===== src/rtl/braille_tx.sv =====
`default_nettype none
// ============================================================================
// Module      : braille_tx
// Description : Turns classifier letter results (0..25 = a..z) into six-dot
//               braille cells, queues the encoded bytes {2'b01, dots} in a
//               small FIFO and shifts them out as UART frames (8N1, or 8E1
//               when BRAILLE_TX_PARITY_EN is defined). Invalid class indices
//               are sent as 0x80 and leave the displayed cell untouched.
// Revision    : 1.0 - initial release
// ----------------------------------------------------------------------------
// Parameters  : CLKS_PER_BIT  clk cycles per UART bit (2..65535)
//               FIFO_DEPTH    queued result bytes (power of two, >= 2)
// Macro       : BRAILLE_TX_PARITY_EN  adds an even-parity bit after the data
// Ports       : clk         in   system clock, rising edge
//               reset_n     in   asynchronous active-low reset
//               i_valid     in   one-cycle strobe, result on i_alpha
//               i_alpha     in   [7:0] class index
//               o_tx        out  UART line, idle high, registered
//               o_busy      out  frame in flight or FIFO non-empty
//               o_dots      out  [5:0] last accepted cell (bit0 = dot1)
//               o_overflow  out  sticky, a result was dropped
// ============================================================================
module braille_tx #(
   parameter int CLKS_PER_BIT = 868,
   parameter int FIFO_DEPTH   = 4
) (
   input  logic       clk,
   input  logic       reset_n,
   input  logic       i_valid,
   input  logic [7:0] i_alpha,
   output logic       o_tx,
   output logic       o_busy,
   output logic [5:0] o_dots,
   output logic       o_overflow
);

   localparam int             PTR_W     = $clog2(FIFO_DEPTH);
   localparam logic [15:0]    BAUD_LAST = 16'(CLKS_PER_BIT - 1);
   localparam logic [PTR_W:0] CNT_FULL  = (PTR_W + 1)'(FIFO_DEPTH);

`ifdef BRAILLE_TX_PARITY_EN
   typedef enum logic [2:0] {
      IDLE   = 3'd0,
      START  = 3'd1,
      DATA   = 3'd2,
      PARITY = 3'd3,
      STOP   = 3'd4
   } state_t;
`else
   typedef enum logic [2:0] {
      IDLE   = 3'd0,
      START  = 3'd1,
      DATA   = 3'd2,
      STOP   = 3'd4
   } state_t;
`endif

   // ------------------------------------------------------------------
   // Letter to braille cell encoding
   // ------------------------------------------------------------------
   logic [5:0] cell_dots;
   logic       cell_ok;
   logic [7:0] push_byte;

   always_comb begin
      cell_ok   = 1'b1;
      cell_dots = 6'h00;
      case (i_alpha)
         8'd0:    cell_dots = 6'h01;   // a
         8'd1:    cell_dots = 6'h03;   // b
         8'd2:    cell_dots = 6'h09;   // c
         8'd3:    cell_dots = 6'h19;   // d
         8'd4:    cell_dots = 6'h11;   // e
         8'd5:    cell_dots = 6'h0B;   // f
         8'd6:    cell_dots = 6'h1B;   // g
         8'd7:    cell_dots = 6'h13;   // h
         8'd8:    cell_dots = 6'h0A;   // i
         8'd9:    cell_dots = 6'h1A;   // j
         8'd10:   cell_dots = 6'h05;   // k
         8'd11:   cell_dots = 6'h07;   // l
         8'd12:   cell_dots = 6'h0D;   // m
         8'd13:   cell_dots = 6'h1D;   // n
         8'd14:   cell_dots = 6'h15;   // o
         8'd15:   cell_dots = 6'h0F;   // p
         8'd16:   cell_dots = 6'h1F;   // q
         8'd17:   cell_dots = 6'h17;   // r
         8'd18:   cell_dots = 6'h0E;   // s
         8'd19:   cell_dots = 6'h1E;   // t
         8'd20:   cell_dots = 6'h25;   // u
         8'd21:   cell_dots = 6'h27;   // v
         8'd22:   cell_dots = 6'h3A;   // w (not in the regular u..z pattern)
         8'd23:   cell_dots = 6'h2D;   // x
         8'd24:   cell_dots = 6'h3D;   // y
         8'd25:   cell_dots = 6'h35;   // z
         default: cell_ok   = 1'b0;
      endcase
   end

   assign push_byte = cell_ok ? {2'b01, cell_dots} : 8'h80;

   // ------------------------------------------------------------------
   // Result FIFO
   // ------------------------------------------------------------------
   logic [7:0]       fifo_mem [FIFO_DEPTH];
   logic [PTR_W-1:0] wr_ptr;
   logic [PTR_W-1:0] rd_ptr;
   logic [PTR_W:0]   fifo_count;
   logic             fifo_full;
   logic             fifo_empty;
   logic [7:0]       fifo_head;
   logic             push;
   logic             pop;
   logic             drop;

   assign fifo_full  = (fifo_count == CNT_FULL);
   assign fifo_empty = (fifo_count == '0);
   assign fifo_head  = fifo_mem[rd_ptr];

   // A pop in the same cycle frees the slot, so a full FIFO still accepts.
   // pop only depends on registered state, so there is no loop here.
   assign push = i_valid && (!fifo_full || pop);
   assign drop = i_valid && fifo_full && !pop;

   always_ff @(posedge clk) begin
      if (push) begin
         fifo_mem[wr_ptr] <= push_byte;
      end
   end

   always_ff @(posedge clk or negedge reset_n) begin
      if (!reset_n) begin
         wr_ptr     <= '0;
         rd_ptr     <= '0;
         fifo_count <= '0;
         o_dots     <= 6'h00;
         o_overflow <= 1'b0;
      end else begin
         if (push) begin
            wr_ptr <= wr_ptr + PTR_W'(1);
         end
         if (pop) begin
            rd_ptr <= rd_ptr + PTR_W'(1);
         end
         case ({push, pop})
            2'b10:   fifo_count <= fifo_count + (PTR_W + 1)'(1);
            2'b01:   fifo_count <= fifo_count - (PTR_W + 1)'(1);
            default: fifo_count <= fifo_count;
         endcase
         if (push && cell_ok) begin
            o_dots <= cell_dots;
         end
         if (drop) begin
            o_overflow <= 1'b1;
         end
      end
   end

   // ------------------------------------------------------------------
   // UART transmit FSM
   // ------------------------------------------------------------------
   state_t      state;
   state_t      state_next;
   logic [15:0] baud_cnt;
   logic [2:0]  bit_cnt;
   logic [7:0]  shift_reg;
   logic        tx_next;
   logic        baud_done;
`ifdef BRAILLE_TX_PARITY_EN
   logic        par_bit;
`endif

   assign baud_done = (baud_cnt == BAUD_LAST);
   assign o_busy    = (state != IDLE) || !fifo_empty;

   // tx_next is the line level for the current state; registering it makes
   // o_tx glitch-free and lags the state by one cycle, which gives the
   // two-edge accept-to-start-bit latency.
   always_comb begin
      state_next = state;
      pop        = 1'b0;
      tx_next    = 1'b1;
      case (state)
         IDLE: begin
            if (!fifo_empty) begin
               pop        = 1'b1;
               state_next = START;
            end
         end
         START: begin
            tx_next = 1'b0;
            if (baud_done) begin
               state_next = DATA;
            end
         end
         DATA: begin
            tx_next = shift_reg[0];
            if (baud_done && (bit_cnt == 3'd7)) begin
`ifdef BRAILLE_TX_PARITY_EN
               state_next = PARITY;
`else
               state_next = STOP;
`endif
            end
         end
`ifdef BRAILLE_TX_PARITY_EN
         PARITY: begin
            tx_next = par_bit;
            if (baud_done) begin
               state_next = STOP;
            end
         end
`endif
         STOP: begin
            tx_next = 1'b1;
            if (baud_done) begin
               // Chain straight into the next frame so there is no idle gap.
               if (!fifo_empty) begin
                  pop        = 1'b1;
                  state_next = START;
               end else begin
                  state_next = IDLE;
               end
            end
         end
         default: state_next = IDLE;
      endcase
   end

   always_ff @(posedge clk or negedge reset_n) begin
      if (!reset_n) begin
         state     <= IDLE;
         o_tx      <= 1'b1;
         baud_cnt  <= 16'd0;
         bit_cnt   <= 3'd0;
         shift_reg <= 8'h00;
`ifdef BRAILLE_TX_PARITY_EN
         par_bit   <= 1'b0;
`endif
      end else begin
         state <= state_next;
         o_tx  <= tx_next;

         if ((state == IDLE) || baud_done) begin
            baud_cnt <= 16'd0;
         end else begin
            baud_cnt <= baud_cnt + 16'd1;
         end

         if ((state == DATA) && baud_done) begin
            shift_reg <= {1'b0, shift_reg[7:1]};
            bit_cnt   <= bit_cnt + 3'd1;
         end

         if (pop) begin
            shift_reg <= fifo_head;
            bit_cnt   <= 3'd0;
`ifdef BRAILLE_TX_PARITY_EN
            par_bit   <= ^fifo_head;
`endif
         end
      end
   end

endmodule
`default_nettype wire


===== config.mk =====
export PLATFORM = sky130hd
export DESIGN_NAME = braille_tx
export DESIGN_NICKNAME = d
export VERILOG_FILES = /design/src/rtl/braille_tx.sv
export SDC_FILE = /design/constraint.sdc
export NUM_CORES = 1
export LEC_CHECK = 0
export ABC_CLOCK_PERIOD_IN_PS = 2500
export CAP_MARGIN = 20
export CORE_MARGIN = 2
export CORE_UTILIZATION = 57
export CTS_BUF_LIST = sky130_fd_sc_hd__clkbuf_16
export DETAILED_ROUTE_END_ITERATION = 10
export DONT_BUFFER_PORTS = 1
export PLACE_DENSITY = 0.85
export SLEW_MARGIN = 20
export SYNTH_ARGS = -nofsm -noshare
export SYNTH_HDL_FRONTEND = slang
export SYNTH_SLANG_ARGS = --single-unit

===== constraint.sdc =====
create_clock -name clk -period 2.5 [get_ports clk]
set_input_delay 0.625 -clock clk [delete_from_list [all_inputs] [get_ports clk]]
set_output_delay 0.625 -clock clk [all_outputs]
set_load 0.01 [all_outputs]

Word-level counts from Yosys, hierarchy flattened
Memory sizes are Yosys's and may differ from the RTL's.
Index checks and enable logic that the tools add are counted.

word-level totals
  bits in registers = 45
  memory bits (writable) = 32
  input bits = 11
  output and inout port bits = 9
  logic and storage cells = 95
  memories kept = 1

memories
  name      depth  width  read ports  clocked after memory_dff  write ports  line  text
  fifo_mem  4      8      1           0                         1            104   logic [7:0] fifo_mem [FIFO_DEPTH];

operators by class
  $add $sub $neg = 6
  equality and inequality tests = 37
  multiplexer cells = 21
  reductions and logical operators = 20

operator list
  kind                                              count
  one-hot mux 6 bit (26 select lines)               1
  == test 8 x 5 -> 1 bit (second input constant)    10
  == test 8 x 4 -> 1 bit (second input constant)    8
  == test 8 x 3 -> 1 bit (second input constant)    4
  OR reduction 26 bit                               1
  two-way mux 8 bit                                 3
  two-way mux 3 bit                                 6
  adder 16 x 1 -> 16 bit (second input constant)    1
  == test 16 x 10 -> 1 bit (second input constant)  1
  == test 8 x 2 -> 1 bit (second input constant)    2
  two-way mux 16 bit                                1
  one-hot mux 3 bit (4 select lines)                1
  == test 3 bit (second input constant)             3
  == test 8 x 1 -> 1 bit (second input constant)    1
  logical NOT 8 bit                                 1
  != test 2 bit (second input constant)             4
  adder 3 x 1 -> 3 bit (second input constant)      2
  logical AND 1 bit                                 6
  logical NOT 3 bit                                 2
  two-way mux 1 bit                                 6
  one-hot mux 3 bit (2 select lines)                1
  adder 2 x 1 -> 2 bit (second input constant)      2
  one-hot mux 1 bit (2 select lines)                2
  AND reduction 4 bit                               1
  9 further kinds                                   14

Longest topological paths before layout
  depth in word-level cells = 8
  mapped depth = 10
  gate-level depth less buffers = 9

Worst setup path after synthesis
Ideal clock, no wire load.

  path kind = register -> register
  start = register baud_cnt[13]
  end = register fifo_count[2]
  library setup time = 0.125 ns
  arrival time = 2.652 ns
  data required time = 2.375 ns
  path slack = -0.277 ns
  cell stages (with the launch flop) = 10
  buffers on the path = 1
  clock period less this slack = 2.777 ns
  cells stage by stage = dfrtp_1 or3_1 o41ai_4 and2_4 buf_2 nand2b_1 fa_1 and4b_1 a31o_2 xor2_1

between the ends
  cells in the longest elaborated chain, start to end = 7
  elaborated cells between the ends (all ways) = 9
  those cells by class = eq/ne (3); mux (3); reduce/logical (3)

RTL lines
  element                                                                          line  text
  start, declared                                                                  163   logic [15:0] baud_cnt;
  start signal, assigned                                                           246   baud_cnt <= baud_cnt + 16'd1;
  == test 16 x 10 -> 1 bit *                                                       172   assign baud_done = (baud_cnt == BAUD_LAST);
  two-way mux 1 bit *                                                              215   if (baud_done) begin
  one-hot mux 1 bit (2 select lines) *                                             182   case (state)
  logical OR 1 bit                                                                 121   assign push = i_valid && (!fifo_full || pop);
  logical AND 1 bit                                                                121
  == test 2 x 1 -> 1 bit / == test 2 bit (equally long branches)                   144   case ({push, pop})
  one-hot mux 3 bit (2 select lines) / nonzero test 2 bit (equally long branches)  --
  end signal, assigned                                                             145   2'b10: fifo_count <= fifo_count + (PTR_W + 1)'(1);
  end signal, assigned                                                             146   2'b01: fifo_count <= fifo_count - (PTR_W + 1)'(1);
  end signal, assigned                                                             147   default: fifo_count <= fifo_count;
  end, declared                                                                    107   logic [PTR_W:0] fifo_count;

Mark *: on every way between the ends. The rest lies on a longest branch, timed or not.
A chain may end at the register's enable or synchronous reset.

Worst setup path after layout
  start = register baud_cnt[12]
  end = register fifo_count[2]

The elaborated chain is that of the path after synthesis.

==> summary.txt <==
Clock tree
  • Worst-path clk slew: 60 ps
  • H-tree depth: 3
  • Clock root buffer: clkbuf_16
  • CTS Buffer Depth: 2
  • Worst-Skew Late Latency: 330 ps
  • # clock sinks: 77
  • CTS Buf Count: 9
  • CTS tree: yes

Drt
  • # DRC: 0
  • First-pass DRT Iterations: 4
  • Vias per std cell: 5.80
  • Initial drt markers: 146
  • Routed WL: 6.55 mm
  • DR WL/cell: 16.5 um
  • Via count: 2310
  • Final ANT Viol Nets: 0

Pwr
  • Int Power: 2.70 mW
  • PwrDens: 808 mW/mm^2
  • P_leak: 1.82 nW
  • Combinational share of power: 0.131
  • Clock power frac: 0.415
  • Fraction of power spent switching nets: 0.230
  • VDD IR-drop max: 0.542 mV
  • Sequential Power Share: 0.453
  • Power, Total: 3.51 mW
  • NetSw: 806 uW

Critical path
  • Crit-path leading delay family: simple AND/OR/NAND/NOR gates
  • CP Buf/Inv Count: 0
  • Worst Setup Start Kind: register
  • Critical path, cell by cell: or4_4 -> o41ai_4 -> and2_4 -> nand2b_4 -> fa_2 -> and4b_1 -> a31o_2 -> xor2_1
  • CP endpoint kind: register
  • Critical path arrival: 2670 ps
  • Kind of critical path: register to register
  • Max incr delay on CP: 560 ps
  • Slowest cell on the critical path: or4_4
  • Worst Path Required: 2720 ps
  • CP max FO: 2

Logic synthesis
  • Post-Syn Area: 0.00367 sq mm
  • Post-synth cell types: 58
  • Synth area leaders: dfrtp_1 30%, edfxtp_1 26%, mux4_2 4.9%, nor2_1 2.9%, mux2i_1 2.7%
  • Post-synth top area share: 0.300
  • Syn_nets: 313
  • Yosys reg bits: 77
  • Async set-reset flop share out of synthesis: 0.584
  • Post-synth EDFFs: 32
  • Main flop type after synthesis: dfrtp_1
  • Cell taking the most area after synthesis: dfrtp_1
  • Register area share after synthesis: 0.569
  • Yosys warnings: 0
  • Cells after Synth: 294
  • Post-Syn Area per Cell: 12.5 sq um

Placement
  • Number of buffers added on ports: 0
  • DP Worst Slack: -68.6 ps
  • RePlAce Congestion: 0.757
  • HPWL Detailed: 4.34 mm

Final layout
  • Layout cells sized above 1: 0.221
  • Commonest cells after routing, fill and taps aside: 44 x dfrtp_1, 32 x edfxtp_1, 28 x nor2_1
  • Number of nets in the layout: 335
  • Syn-to-layout area delta: 18.3%
  • Max reg flops: 32
  • Most common library cell in the layout ignoring fill and taps: dfrtp_1
  • ANT cells: 0

Timing
  • RSZ-0062 raised after global routing: true
  • Tmin final: 2460 ps
  • Max transition margin: 0.516
  • Final Setup Violations: 0
  • Min Hold Slack: 129 ps
  • Worst-Margin Slew: 725 ps
  • Fmax: 407 MHz
  • Final WS setup: 44.4 ps
  • Endpoints failing hold: 0
  • Clock skew: 4.76 ps
  • Pins Over Slew Limit: 0
  • Period utilization: 0.982

Global routing
  • First-pass GRT wire length: 10.9 mm
  • Vias in the first global route: 2328
  • Initial antenna violation count: 0
  • Total track usage: 0.199
  • Largest net degree at the start of global routing: 45
  • Grt total ovfl: 0

Min path
  • Worst hold path class: primary input to asynchronous set/reset pin

Floorplanning
  • FP Rows: 29
  • Die height: 84.3 um
  • Initial Util: 0.585
  • Core region area: 0.00628 sq mm
  • Die Area: 0.00710 sq mm
  • Die width: 84.3 um
  • # IOs: 20

Flow run
  • Max-cap violations: 0

Run status
  • Outcome: completed
-- what timing repair did --
| action | 4_1_cts | 5_1_grt |
|---|---|---|
| hold buffers | 1 | 0 |
| hold endpoints to repair | 44 | 0 |
| pin swaps | 1 | 2 |
| endpoints found under the setup margin | 2 | 2 |
| gates resized for setup | 1 | 3 |
| setup buffers | 0 | 5 |
-- synth_stat cells (4+ instances only) --
cell	n
o21ai_0	10
edfxtp_1	32
nor3_1	5
nor2_1	28
mux2_4	5
nand2b_1	5
buf_2	4
and2_1	4
ha_1	7
nand2_1	21
and3_1	4
nand3_1	9
mux4_2	8
mux2i_1	10
a21oi_1	10
xnor2_1	9
dfrtp_1	44
clkbuf_1	7
xor2_1	11
inv_1	10
-- through the flow --
step	utilization	setup TNS (ps)	instance area, sq um	cells
after CTS	0.682	0	4280	393
final	0.692	0	4340	398
after detailed placement	0.623	-99.4	3910	376
after floorplan	-	-466	3690	294
after global routing	0.692	-14.2	4340	398
after global placement	0.623	-21.8	3910	376
-- routing by layer --
metal  GRT usage  routed length (um)  vias to the layer above
met2       0.339                3350                       36
met5           0                   0                        -
met1       0.240                2840                     1160
li1            -                   -                     1102
met4       0.114                 192                        0
met3      0.0324                 167                       12
-- power by group through the flow --
stage / logic [mW] / registers [mW] / clock network [mW]
after CTS: 0.466 / 1.59 / 1.48
after global routing: 0.517 / 1.60 / 1.52
after detailed placement: 0.442 / 1.61 / 0
after floorplan: 0.296 / 1.59 / 0
after global placement: 0.414 / 1.60 / 0
final: 0.460 / 1.59 / 1.46
-- worst reg2reg max path: cells and delay by family (launching register included) --
family	cells	cell delay, ps
simple gates	4	1010
compound gates	2	470
flops	1	380
fa+ha+maj	1	340
xor+xnor	1	130
-- cell type report --
cell class | count | area, sq um
clock buffers | 9 | 225
multi-input cells | 194 | 1530
inverters | 10 | 37.5
flip-flops and latches | 77 | 2090
well taps | 77 | 96.3
repair buffers | 24 | 250
clock inverters | 7 | 114
fillers | 434 | 1940
-- path summary, 6_finish.rpt --
check                              start       endpoint  slack (ps)  cells past startpoint
min in group clk                 i_valid  fifo_count[1]         370                      1
setup / recovery            baud_cnt[12]  fifo_count[2]          40                      8
max in group asynchronous        reset_n      o_dots[4]        2170                      1
setup reg to reg            baud_cnt[12]  fifo_count[2]          40                      8
hold reg to reg            fifo_count[0]  fifo_count[0]         510                      1
hold / removal                   reset_n           o_tx         130                      0
-- cells by family (layout without fill, tap and decap cells) --
kind of cell	Yosys count	after routing	share of synthesized area
AO/OA/AOI/OAI	45	45	0.0896
XOR/XNOR	20	20	0.0477
adder cells (fa/ha/maj)	9	9	0.0320
buffers and inverters	23	50	0.0249
flip-flops	77	77	0.569
multiplexers	24	24	0.0999
AND/OR/NAND/NOR	96	96	0.137
Power figures use the tool's default switching activity.
